===== config.mk =====
export PLATFORM = sky130hd
export DESIGN_NAME = ddr_avl_arbiter_flat
export DESIGN_NICKNAME = d
export VERILOG_FILES = /design/src/rtl/ddr_avl_arbiter_if.sv /design/src/rtl/ddr_avl_arbiter.sv /design/src/flat_wrapper.sv
export SDC_FILE = /design/constraint.sdc
export NUM_CORES = 1
export LEC_CHECK = 0
export ABC_AREA = 1
export ABC_CLOCK_PERIOD_IN_PS = 2500
export BUFFER_PORTS_ARGS = -buffer_cell sky130_fd_sc_hd__buf_2
export CAP_MARGIN = 20
export CORE_AREA = 2 2 289 291
export CTS_CLUSTER_DIAMETER = 150
export DETAILED_ROUTE_END_ITERATION = 10
export DIE_AREA = 0 0 291 293
export GPL_TIMING_DRIVEN = 0
export PLACE_DENSITY = 0.32
export SYNTH_ARGS = -nofsm -noshare
export SYNTH_HDL_FRONTEND = slang
export SYNTH_SLANG_ARGS = --single-unit

===== constraint.sdc =====
create_clock -name iCLK -period 2.5 [get_ports iCLK]
set_input_delay 0.125 -clock iCLK [delete_from_list [all_inputs] [get_ports iCLK]]
set_output_delay 0.125 -clock iCLK [all_outputs]
set_load 0.05 [all_outputs]

===== src/rtl/ddr_avl_arbiter_if.sv =====
// Bundle of the requester-side and controller-side Avalon-MM signals of the DDR arbiter.
// No latency: wires only.
// Handshake is wait_request_n (ready) on commands and readdatavalid on responses.
interface ddr_avl_arbiter_if #(
  parameter int ADDR_W = 26,
  parameter int DATA_W = 128
);
  // requester side
  logic [1:0]             rq_read;
  logic [1:0]             rq_write;
  logic [1:0][ADDR_W-1:0] rq_address;
  logic [1:0][DATA_W-1:0] rq_writedata;
  logic [1:0]             rq_wait_request_n;
  logic [1:0]             rq_readdatavalid;
  logic [DATA_W-1:0]      rq_readdata;
  // controller side
  logic [ADDR_W-1:0]      avl_address;
  logic                   avl_read;
  logic                   avl_write;
  logic [DATA_W-1:0]      avl_writedata;
  logic                   avl_burstbegin;
  logic                   avl_wait_request_n;
  logic                   avl_readdatavalid;
  logic [DATA_W-1:0]      avl_readdata;

  // the arbiter: Avalon master towards the controller, target of the requesters
  modport master (
    input  rq_read, rq_write, rq_address, rq_writedata,
    output rq_wait_request_n, rq_readdatavalid, rq_readdata,
    output avl_address, avl_read, avl_write, avl_writedata, avl_burstbegin,
    input  avl_wait_request_n, avl_readdatavalid, avl_readdata
  );

  // the environment: requesters plus DDR controller
  modport slave (
    output rq_read, rq_write, rq_address, rq_writedata,
    input  rq_wait_request_n, rq_readdatavalid, rq_readdata,
    input  avl_address, avl_read, avl_write, avl_writedata, avl_burstbegin,
    output avl_wait_request_n, avl_readdatavalid, avl_readdata
  );
endinterface


===== src/rtl/ddr_avl_arbiter.sv =====
// Two-requester round-robin arbiter onto one Avalon-MM DDR port; read responses routed by in-order tag FIFO.
// Latency: 1 cycle arbitration then command presented; responses routed combinationally.
// Backpressure: avl_wait_request_n passed to the granted requester; reads held off while MAX_OUT tags are outstanding.
module ddr_avl_arbiter #(
  parameter int ADDR_W  = 26,
  parameter int DATA_W  = 128,
  parameter int MAX_OUT = 8
) (
  input  logic                iCLK,
  input  logic                reset,
  ddr_avl_arbiter_if.master   bus,
  output logic                err
);

  localparam int PTR_W = $clog2(MAX_OUT);

  typedef enum logic {
    IDLE  = 1'b0,
    GRANT = 1'b1
  } state_t;

  state_t             state;
  state_t             state_nxt;
  logic               gnt;
  logic               gnt_nxt;
  logic               rr_ptr;

  logic [MAX_OUT-1:0] tag_mem;
  logic [PTR_W-1:0]   wr_ptr;
  logic [PTR_W-1:0]   rd_ptr;
  logic [PTR_W:0]     count;
  logic               fifo_full;
  logic               fifo_empty;
  logic               push;
  logic               pop;

  logic [1:0]         elig;
  logic               cmd_rd;
  logic               cmd_wr;
  logic               conflict;
  logic               drop;
  logic               accept;

  assign fifo_full  = (count == (PTR_W+1)'(MAX_OUT));
  assign fifo_empty = (count == '0);

  // a read can only win arbitration if its tag has somewhere to go
  assign elig = bus.rq_write | (bus.rq_read & {2{~fifo_full}});

  // decode the granted requester's command; read wins over a simultaneous write
  always_comb begin
    cmd_rd   = 1'b0;
    cmd_wr   = 1'b0;
    conflict = 1'b0;
    drop     = 1'b0;
    if (state == GRANT) begin
      cmd_rd   = bus.rq_read[gnt] & ~fifo_full;
      cmd_wr   = bus.rq_write[gnt] & ~bus.rq_read[gnt];
      conflict = bus.rq_read[gnt] & bus.rq_write[gnt];
      drop     = ~(bus.rq_read[gnt] | bus.rq_write[gnt]);
    end
  end

  assign accept = (cmd_rd | cmd_wr) & bus.avl_wait_request_n;
  assign push   = accept & cmd_rd;
  assign pop    = bus.avl_readdatavalid & ~fifo_empty;

  // next-state: pick a requester in IDLE, leave GRANT on accept or when the requester gives up
  always_comb begin
    state_nxt = state;
    gnt_nxt   = gnt;
    case (state)
      IDLE: begin
        if (|elig) begin
          gnt_nxt   = (&elig) ? rr_ptr : elig[1];
          state_nxt = GRANT;
        end
      end
      GRANT: begin
        if (accept || drop) begin
          state_nxt = IDLE;
        end
      end
      default: state_nxt = IDLE;
    endcase
  end

  // command port mirrors the granted requester; everything idles outside GRANT
  always_comb begin
    bus.avl_address       = '0;
    bus.avl_writedata     = '0;
    bus.avl_read          = 1'b0;
    bus.avl_write         = 1'b0;
    bus.avl_burstbegin    = 1'b0;
    bus.rq_wait_request_n = 2'b00;
    if (state == GRANT) begin
      bus.avl_address    = bus.rq_address[gnt];
      bus.avl_writedata  = bus.rq_writedata[gnt];
      bus.avl_read       = cmd_rd;
      bus.avl_write      = cmd_wr;
      bus.avl_burstbegin = cmd_rd | cmd_wr;
      // never signal acceptance of a read that is being held for a free tag
      bus.rq_wait_request_n[gnt] = bus.avl_wait_request_n & ~(bus.rq_read[gnt] & fifo_full);
    end
  end

  // response routing: oldest outstanding tag owns the returning beat
  always_comb begin
    bus.rq_readdatavalid = 2'b00;
    bus.rq_readdata      = '0;
    if (pop) begin
      bus.rq_readdatavalid[tag_mem[rd_ptr]] = 1'b1;
      bus.rq_readdata                       = bus.avl_readdata;
    end
  end

  // state, grant and round-robin pointer
  always_ff @(posedge iCLK or posedge reset) begin
    if (reset) begin
      state  <= IDLE;
      gnt    <= 1'b0;
      rr_ptr <= 1'b0;
    end else begin
      state <= state_nxt;
      gnt   <= gnt_nxt;
      if (accept) begin
        rr_ptr <= ~gnt;
      end
    end
  end

  // tag FIFO pointers and occupancy; simultaneous push and pop leave count unchanged
  always_ff @(posedge iCLK or posedge reset) begin
    if (reset) begin
      wr_ptr <= '0;
      rd_ptr <= '0;
      count  <= '0;
    end else begin
      if (push) begin
        wr_ptr <= wr_ptr + PTR_W'(1);
      end
      if (pop) begin
        rd_ptr <= rd_ptr + PTR_W'(1);
      end
      if (push && !pop) begin
        count <= count + (PTR_W+1)'(1);
      end else if (pop && !push) begin
        count <= count - (PTR_W+1)'(1);
      end
    end
  end

  // tag storage needs no reset: validity is tracked by the pointers
  always_ff @(posedge iCLK) begin
    if (push) begin
      tag_mem[wr_ptr] <= gnt;
    end
  end

  // sticky protocol error: abandoned grant, read+write together, or an unexpected response
  always_ff @(posedge iCLK or posedge reset) begin
    if (reset) begin
      err <= 1'b0;
    end else if ((state == GRANT && (drop || conflict)) ||
                 (bus.avl_readdatavalid && fifo_empty)) begin
      err <= 1'b1;
    end
  end

endmodule


===== src/flat_wrapper.sv =====
// flat-port wrapper written by rule: the top's interface ports become plain ports
module ddr_avl_arbiter_flat 
#(
  parameter int ADDR_W  = 26,
  parameter int DATA_W  = 128,
  parameter int MAX_OUT = 8
)
  (iCLK, reset, err, bus_rq_read, bus_rq_write, bus_rq_address, bus_rq_writedata, bus_rq_wait_request_n, bus_rq_readdatavalid, bus_rq_readdata, bus_avl_address, bus_avl_read, bus_avl_write, bus_avl_writedata, bus_avl_burstbegin, bus_avl_wait_request_n, bus_avl_readdatavalid, bus_avl_readdata);
  ddr_avl_arbiter_if #(.ADDR_W(ADDR_W), .DATA_W(DATA_W)) bus_i ();
  input  logic iCLK;
  input  logic reset;
  output logic err;
  input wire logic [$bits(bus_i.rq_read)-1:0] bus_rq_read;
  input wire logic [$bits(bus_i.rq_write)-1:0] bus_rq_write;
  input wire logic [$bits(bus_i.rq_address)-1:0] bus_rq_address;
  input wire logic [$bits(bus_i.rq_writedata)-1:0] bus_rq_writedata;
  output wire logic [$bits(bus_i.rq_wait_request_n)-1:0] bus_rq_wait_request_n;
  output wire logic [$bits(bus_i.rq_readdatavalid)-1:0] bus_rq_readdatavalid;
  output wire logic [$bits(bus_i.rq_readdata)-1:0] bus_rq_readdata;
  output wire logic [$bits(bus_i.avl_address)-1:0] bus_avl_address;
  output wire logic [$bits(bus_i.avl_read)-1:0] bus_avl_read;
  output wire logic [$bits(bus_i.avl_write)-1:0] bus_avl_write;
  output wire logic [$bits(bus_i.avl_writedata)-1:0] bus_avl_writedata;
  output wire logic [$bits(bus_i.avl_burstbegin)-1:0] bus_avl_burstbegin;
  input wire logic [$bits(bus_i.avl_wait_request_n)-1:0] bus_avl_wait_request_n;
  input wire logic [$bits(bus_i.avl_readdatavalid)-1:0] bus_avl_readdatavalid;
  input wire logic [$bits(bus_i.avl_readdata)-1:0] bus_avl_readdata;
  assign bus_i.rq_read = bus_rq_read;
  assign bus_i.rq_write = bus_rq_write;
  assign bus_i.rq_address = bus_rq_address;
  assign bus_i.rq_writedata = bus_rq_writedata;
  assign bus_rq_wait_request_n = bus_i.rq_wait_request_n;
  assign bus_rq_readdatavalid = bus_i.rq_readdatavalid;
  assign bus_rq_readdata = bus_i.rq_readdata;
  assign bus_avl_address = bus_i.avl_address;
  assign bus_avl_read = bus_i.avl_read;
  assign bus_avl_write = bus_i.avl_write;
  assign bus_avl_writedata = bus_i.avl_writedata;
  assign bus_avl_burstbegin = bus_i.avl_burstbegin;
  assign bus_i.avl_wait_request_n = bus_avl_wait_request_n;
  assign bus_i.avl_readdatavalid = bus_avl_readdatavalid;
  assign bus_i.avl_readdata = bus_avl_readdata;
  ddr_avl_arbiter #(.ADDR_W(ADDR_W), .DATA_W(DATA_W), .MAX_OUT(MAX_OUT)) u_core (.iCLK(iCLK), .reset(reset), .bus(bus_i), .err(err));
endmodule

After elaboration in Yosys (flattened, before gate mapping)
Index checks and enable logic that the tools add are counted.

Register bits: 22. Bits of input ports: 444. Logic and storage cells: 92.

Add/sub/neg operators: 4. Magnitude comparators: 7. Eq/ne operators: 1. Mux-type cells: 35. Bitwise logic cells: 20. Reductions and logical operators: 17.

Operators by type and width (number): $mux 128 (4); $mux 26 (3); $mux 1 (18); $and 1x1->1 (8); $bwmux 8 (1); $lt 3x4->1 const B (2); $mux 4 (2); $logic_and 1x1->1 (7); $not 1->1 (7); $add 3x1->3 const B (2); $add 4x1->4 const B (1); $and 2x2->2 (2); $eq 4x4->1 const B (1); $logic_not 4->1 (1); $lt 1x2->1 const B (2); $mux 2 (2); $reduce_and 2->1 (2); $sub 4x1->4 const B (1); $bmux 1 s3 (1); $demux 1 s3 (1); $ge 3x1->1 const B (1); $logic_or 1x1->1 (3); $demux 1 s1 (2); $ge 1x1->1 const B (2); 6 further kinds (8).

Logic depth before layout (Yosys ltp)
Depth after elaboration: 12. Gate-level depth with buffers: 14.

Worst setup path before layout
OpenSTA, ideal clock, no wires.

Kind: flip-flop to flip-flop. Start: reg u_core.gnt. End: reg u_core.count[3]. Data arrival time: 2060 ps. Required time: 2379 ps. Slack: 319 ps. Cell stages (with the launch flop): 15. Cells stage by stage: dfrtp_1 > buf_6 > nand2_4 > o21ai_4 > nor2_2 > nand3_2 > inv_4 > ha_1 > inv_1 > ha_1 > a21oi_1 > nand2_1 > and2_1 > o21bai_1 > nand2_1.

Word-level cells in the longest chain between the ends: 11. Elaborated cells on any way between the ends: 17. Those cells by class: mux (7); bitwise (6); reduce/logical (4).

Ends and longest elaborated chain: from (decl) (RTL line ddr_avl_arbiter.sv:24) `logic gnt;`; from (signal assigned) (RTL line ddr_avl_arbiter.sv:125) `gnt <= gnt_nxt;`; $mux 1 (implied by the code) (2 in a row) (RTL line ddr_avl_arbiter.sv:57, ddr_avl_arbiter.sv:58); $not 1->1 (RTL line ddr_avl_arbiter.sv:58) `cmd_wr = bus.rq_write[gnt] & ~bus.rq_read[gnt];`; $and 1x1->1 (RTL line ddr_avl_arbiter.sv:58); $mux 1 (RTL line ddr_avl_arbiter.sv:56) `if (state == GRANT) begin`; $or 1x1->1 (RTL line ddr_avl_arbiter.sv:64) `assign accept = (cmd_rd | cmd_wr) & bus.avl_wait_request_n;`; $and 1x1->1 (RTL line ddr_avl_arbiter.sv:64); $and 1x1->1 (*) (RTL line ddr_avl_arbiter.sv:65) `assign push = accept & cmd_rd;`; via u_core.push (RTL line ddr_avl_arbiter.sv:34) `logic push;`; $logic_not 1->1 (RTL line ddr_avl_arbiter.sv:147) `end else if (pop && !push) begin`; $logic_and 1x1->1 (RTL line ddr_avl_arbiter.sv:147); $reduce_bool 2->1 (no line); to (signal assigned) (RTL line ddr_avl_arbiter.sv:146) `count <= count + (PTR_W+1)'(1);`; to (signal assigned) (RTL line ddr_avl_arbiter.sv:148) `count <= count - (PTR_W+1)'(1);`; to (decl) (RTL line ddr_avl_arbiter.sv:31) `logic [PTR_W:0] count;`.

The timed path passes the listed nets; every way through them passes the cells marked *. The select of a mux whose other input is x is not followed. A chain may end at the register's enable or synchronous reset.

Final worst setup path
Start: reg u_core.gnt. End: out bus_avl_address[17].

Word-level cells in the longest chain between the ends: 3.

Ends and longest elaborated chain: $mux 26 (implied by the code) (2 in a row) (RTL line ddr_avl_arbiter.sv:97) `bus.avl_address = bus.rq_address[gnt];`; $mux 26 (RTL line ddr_avl_arbiter.sv:96) `if (state == GRANT) begin`; to (decl) (RTL line flat_wrapper.sv:20) `output wire logic [$bits(bus_i.avl_address)-1:0] bus_avl_address;`.

No other way between the ends. The select of a mux whose other input is x is not followed.

==> results.sh <==
export IMPL_period_needed_ns=2.35
export IMPL_die_area_um2=85300
export IMPL_syn_inst=927
export IMPL_power_frac_comb_pct=92.1
export IMPL_p_per_area_nw_per_um2=1300
export IMPL_p_leak_nw=5.89
export IMPL_crit_slowest_cell="dfrtp_2"
export IMPL_max_freq_mhz=426
export IMPL_pwr_share_clk_pct=2.7
export IMPL_grt_pass1_wl_um=58500
export IMPL_hold_ws_ns=0.188
export IMPL_worstPathArrival_ns=2.22
export IMPL_rr_endpoint="u_core.count[3]"
export IMPL_cts_buffers=3
export IMPL_finalHoldViolCount=0
export IMPL_ant_nets=0
export IMPL_totalWireLength_um=43300
export IMPL_switchingPower_mw=9.38
export IMPL_synthFlopType="dfrtp_1"
export IMPL_status="completed"
export IMPL_rsz0062_at_grt="true"
export IMPL_end_kind="output pin"
export IMPL_setup_ws_ns=0.151
export IMPL_seqPwrFrac_pct=5.2
export IMPL_place_area_um2=9510
export IMPL_synth_edf_count=8
export IMPL_yosysWarnings=0
export IMPL_hold_depth=3
export IMPL_relSlewSlack_pct=59.1
export IMPL_synth_cell_types=32
export IMPL_min_period_over_period_pct=94.0
export IMPL_finalPower_mw=12.6
export IMPL_clock_latency_ns=0.25
export IMPL_drc=0
export IMPL_synthArstFlopShare_pct=63.6
export IMPL_slowest_delay_ns=0.41
export IMPL_avgViaCountPerCell=3.09
export IMPL_first_pass_iters=5
export IMPL_cts_root_buffer="clkbuf_16"
export IMPL_peakVddDrop_uv=588
export IMPL_overflow=0
export IMPL_fill_cells=9846
export IMPL_synth_common_cells="338 x nand2_1, 158 x a21oi_1, 149 x nor2_1"
export IMPL_instances_no_fill=2741
export IMPL_cpMostUsedCell="buf_2"
export IMPL_drive_above_1_share_pct=48.5
export IMPL_antenna_found_initial=23
export IMPL_synth_nets=1377
export IMPL_yosysTopAreaCell="nand2_1"
export IMPL_crit_chain="buf_6 > inv_2 > buf_4 > buf_2 > nand2_1 > a21oi_1 > buf_2"
export IMPL_whs_endpoint="u_core.rd_ptr[1]"
export IMPL_die_w_um=291
export IMPL_grt_pass1_vias=8555
export IMPL_clk_pin_slew_ns=0.06
export IMPL_required_ns=2.38
export IMPL_place_ws_ns=-0.354
export IMPL_grt_start_max_net_pins=15
export IMPL_internal_power_mw=3.21
export IMPL_ctsHtreeMaxLevel=1
export IMPL_wl_per_cell_um=15.8
export IMPL_clock_path_buffers=2
export IMPL_worstSetupPathType="flop to output pin"
export IMPL_grt_use_total_pct=9.38
export IMPL_avgSynthCellArea_um2=4.86
export IMPL_ff2ff_setup_slack_ns=0.20
export IMPL_first_iter_violations=259
export IMPL_dpl_hpwl_um=39200
export IMPL_std_cell_rows=105
export IMPL_cp_start_kind="flop"
export IMPL_start_util_pct=5.51
export IMPL_numPlacedInstances=2730
export IMPL_cts_sinks=22
export IMPL_core_um2=81800
export IMPL_yosysMostFrequentCell="nand2_1"
export IMPL_synth_area_leaders="nand2_1 28%, a21oi_1 18%, nor2_1 12%"
export IMPL_setup_viol=0
export IMPL_critPathMaxFanout=10
export IMPL_seq_area_frac_synth_pct=13.1
export IMPL_gp_congestion=0.793
export IMPL_hold_class="input pin to flop"
export IMPL_via_count=8471
export IMPL_cts_tree="built"
export IMPL_slew_violations=0
export IMPL_tightest_slew_ns=0.613
export IMPL_finalClockSkew_ns=0.00251
export IMPL_max_cap_violations=0
export IMPL_design_area_um2=9670
export IMPL_syn_cell_area_um2=4510
export IMPL_r2r_start="u_core.gnt"
export IMPL_switching_share_pct=74.5
export IMPL_nets=2121
export IMPL_reg2reg_depth=14
export IMPL_synth_seq_cells=22
export IMPL_pin_count=734
export IMPL_area_growth_pct=115
export IMPL_io_buffers=733
export IMPL_yosys_area_top_type_share_pct=28.2
export IMPL_worstHoldStart="bus_avl_readdatavalid"
export IMPL_die_height_um=293
[area by class of cell]
type / instances / area (µm²) / area share (%)
inverter: 146 / 551 / 5.69
tap: 1070 / 1340 / 13.8
multi-input combinational: 693 / 3010 / 31.1
sequential: 22 / 592 / 6.12
antenna: 1 / 2.50 / 0.0259
clock buffer: 4 / 78.8 / 0.815
timing repair buffer: 739 / 3720 / 38.4
buffer: 66 / 389 / 4.02
[sequential cells by signal, summed over array words and instances (netlist names)]
register / flops
u_core.rd_ptr: 3
u_core.rr_ptr: 1
u_core.wr_ptr: 3
u_core.err: 1
u_core.tag_mem: 8
u_core.state: 1
u_core.gnt: 1
u_core.count: 4
[worst max path at each step]
stage	start	endpoint	cells after the start
after global placement	u_core.count[1]	u_core.count[3]	12
after global routing	u_core.gnt	u_core.count[3]	14
final	u_core.gnt	bus_avl_address[17]	7
after floorplan	u_core.gnt	u_core.count[3]	14
after detailed placement	u_core.count[1]	u_core.count[3]	12
after CTS	u_core.count[1]	u_core.count[3]	12
[placed cells by master (no fill, tap or decap), drive strengths merged, types with 7 or more instances in the layout]
master / count
dfrtp: 14
o21ai: 13
nand2: 343
a21oi: 158
edfxtp: 8
clkbuf: 17
nor2: 152
buf: 791
nand3: 7
inv: 146
[power groups by stage]
| stage | clock network [mW] | registers, mW | logic [mW] |
|---|---|---|---|
| floorplan | 0 | 0.621 | 8.28 |
| global placement | 0 | 0.672 | 11.8 |
| detailed placement | 0 | 0.666 | 11.7 |
| CTS | 0.359 | 0.661 | 11.7 |
| global route | 0.368 | 0.672 | 12.4 |
| finish | 0.345 | 0.648 | 11.6 |
[per-stage QoR]
step	utilization, %	TNS [ns]
finish	11.8	0
global route	11.8	-0.0453
CTS	11.8	-0.00755
detailed placement	11.6	-0.690
global placement	11.6	-0.644
floorplan	-	0
[critical path, delay by kind of cell, from the launching register on]
family,cells,cell delay (ns)
buf+inv,5,1.13
flops,1,0.41
simple gates,1,0.08
compound gates,1,0.33
[layer usage]
metal / global-route usage [%] / vias to the layer above / part of all wire [%]
met5: 0 / - / 0.13
met3: 1.66 / 50 / 6.4
met4: 1.33 / 8 / 1.5
met1: 10.1 / 3657 / 38
met2: 19.1 / 490 / 54
li1: - / 4266 / -
[kinds of logic after synthesis]
family | after synthesis | share of synthesized area (%)
muxes | 1 | 0.250
AOI/OAI and AO/OA | 172 | 19.4
buffers and inverters | 212 | 20.4
xor gates and xnor gates | 6 | 1.17
DFF | 22 | 13.1
adders and majority gates | 6 | 1.83
and+or+nand+nor | 508 | 43.8
[what timing repair did]
| action | in CTS | in global routing |
|---|---|---|
| resized for setup | 8 | 3 |
| buffers inserted | 0 | 5 |
| pin swaps | 0 | 1 |
| hold endpoints to repair | 14 | 0 |
| gates cloned | 0 | 0 |
| setup endpoints to repair | 35 | 5 |
| hold buffers | 1 | 0 |
No activity file was read; power rests on OpenSTA's default activity.
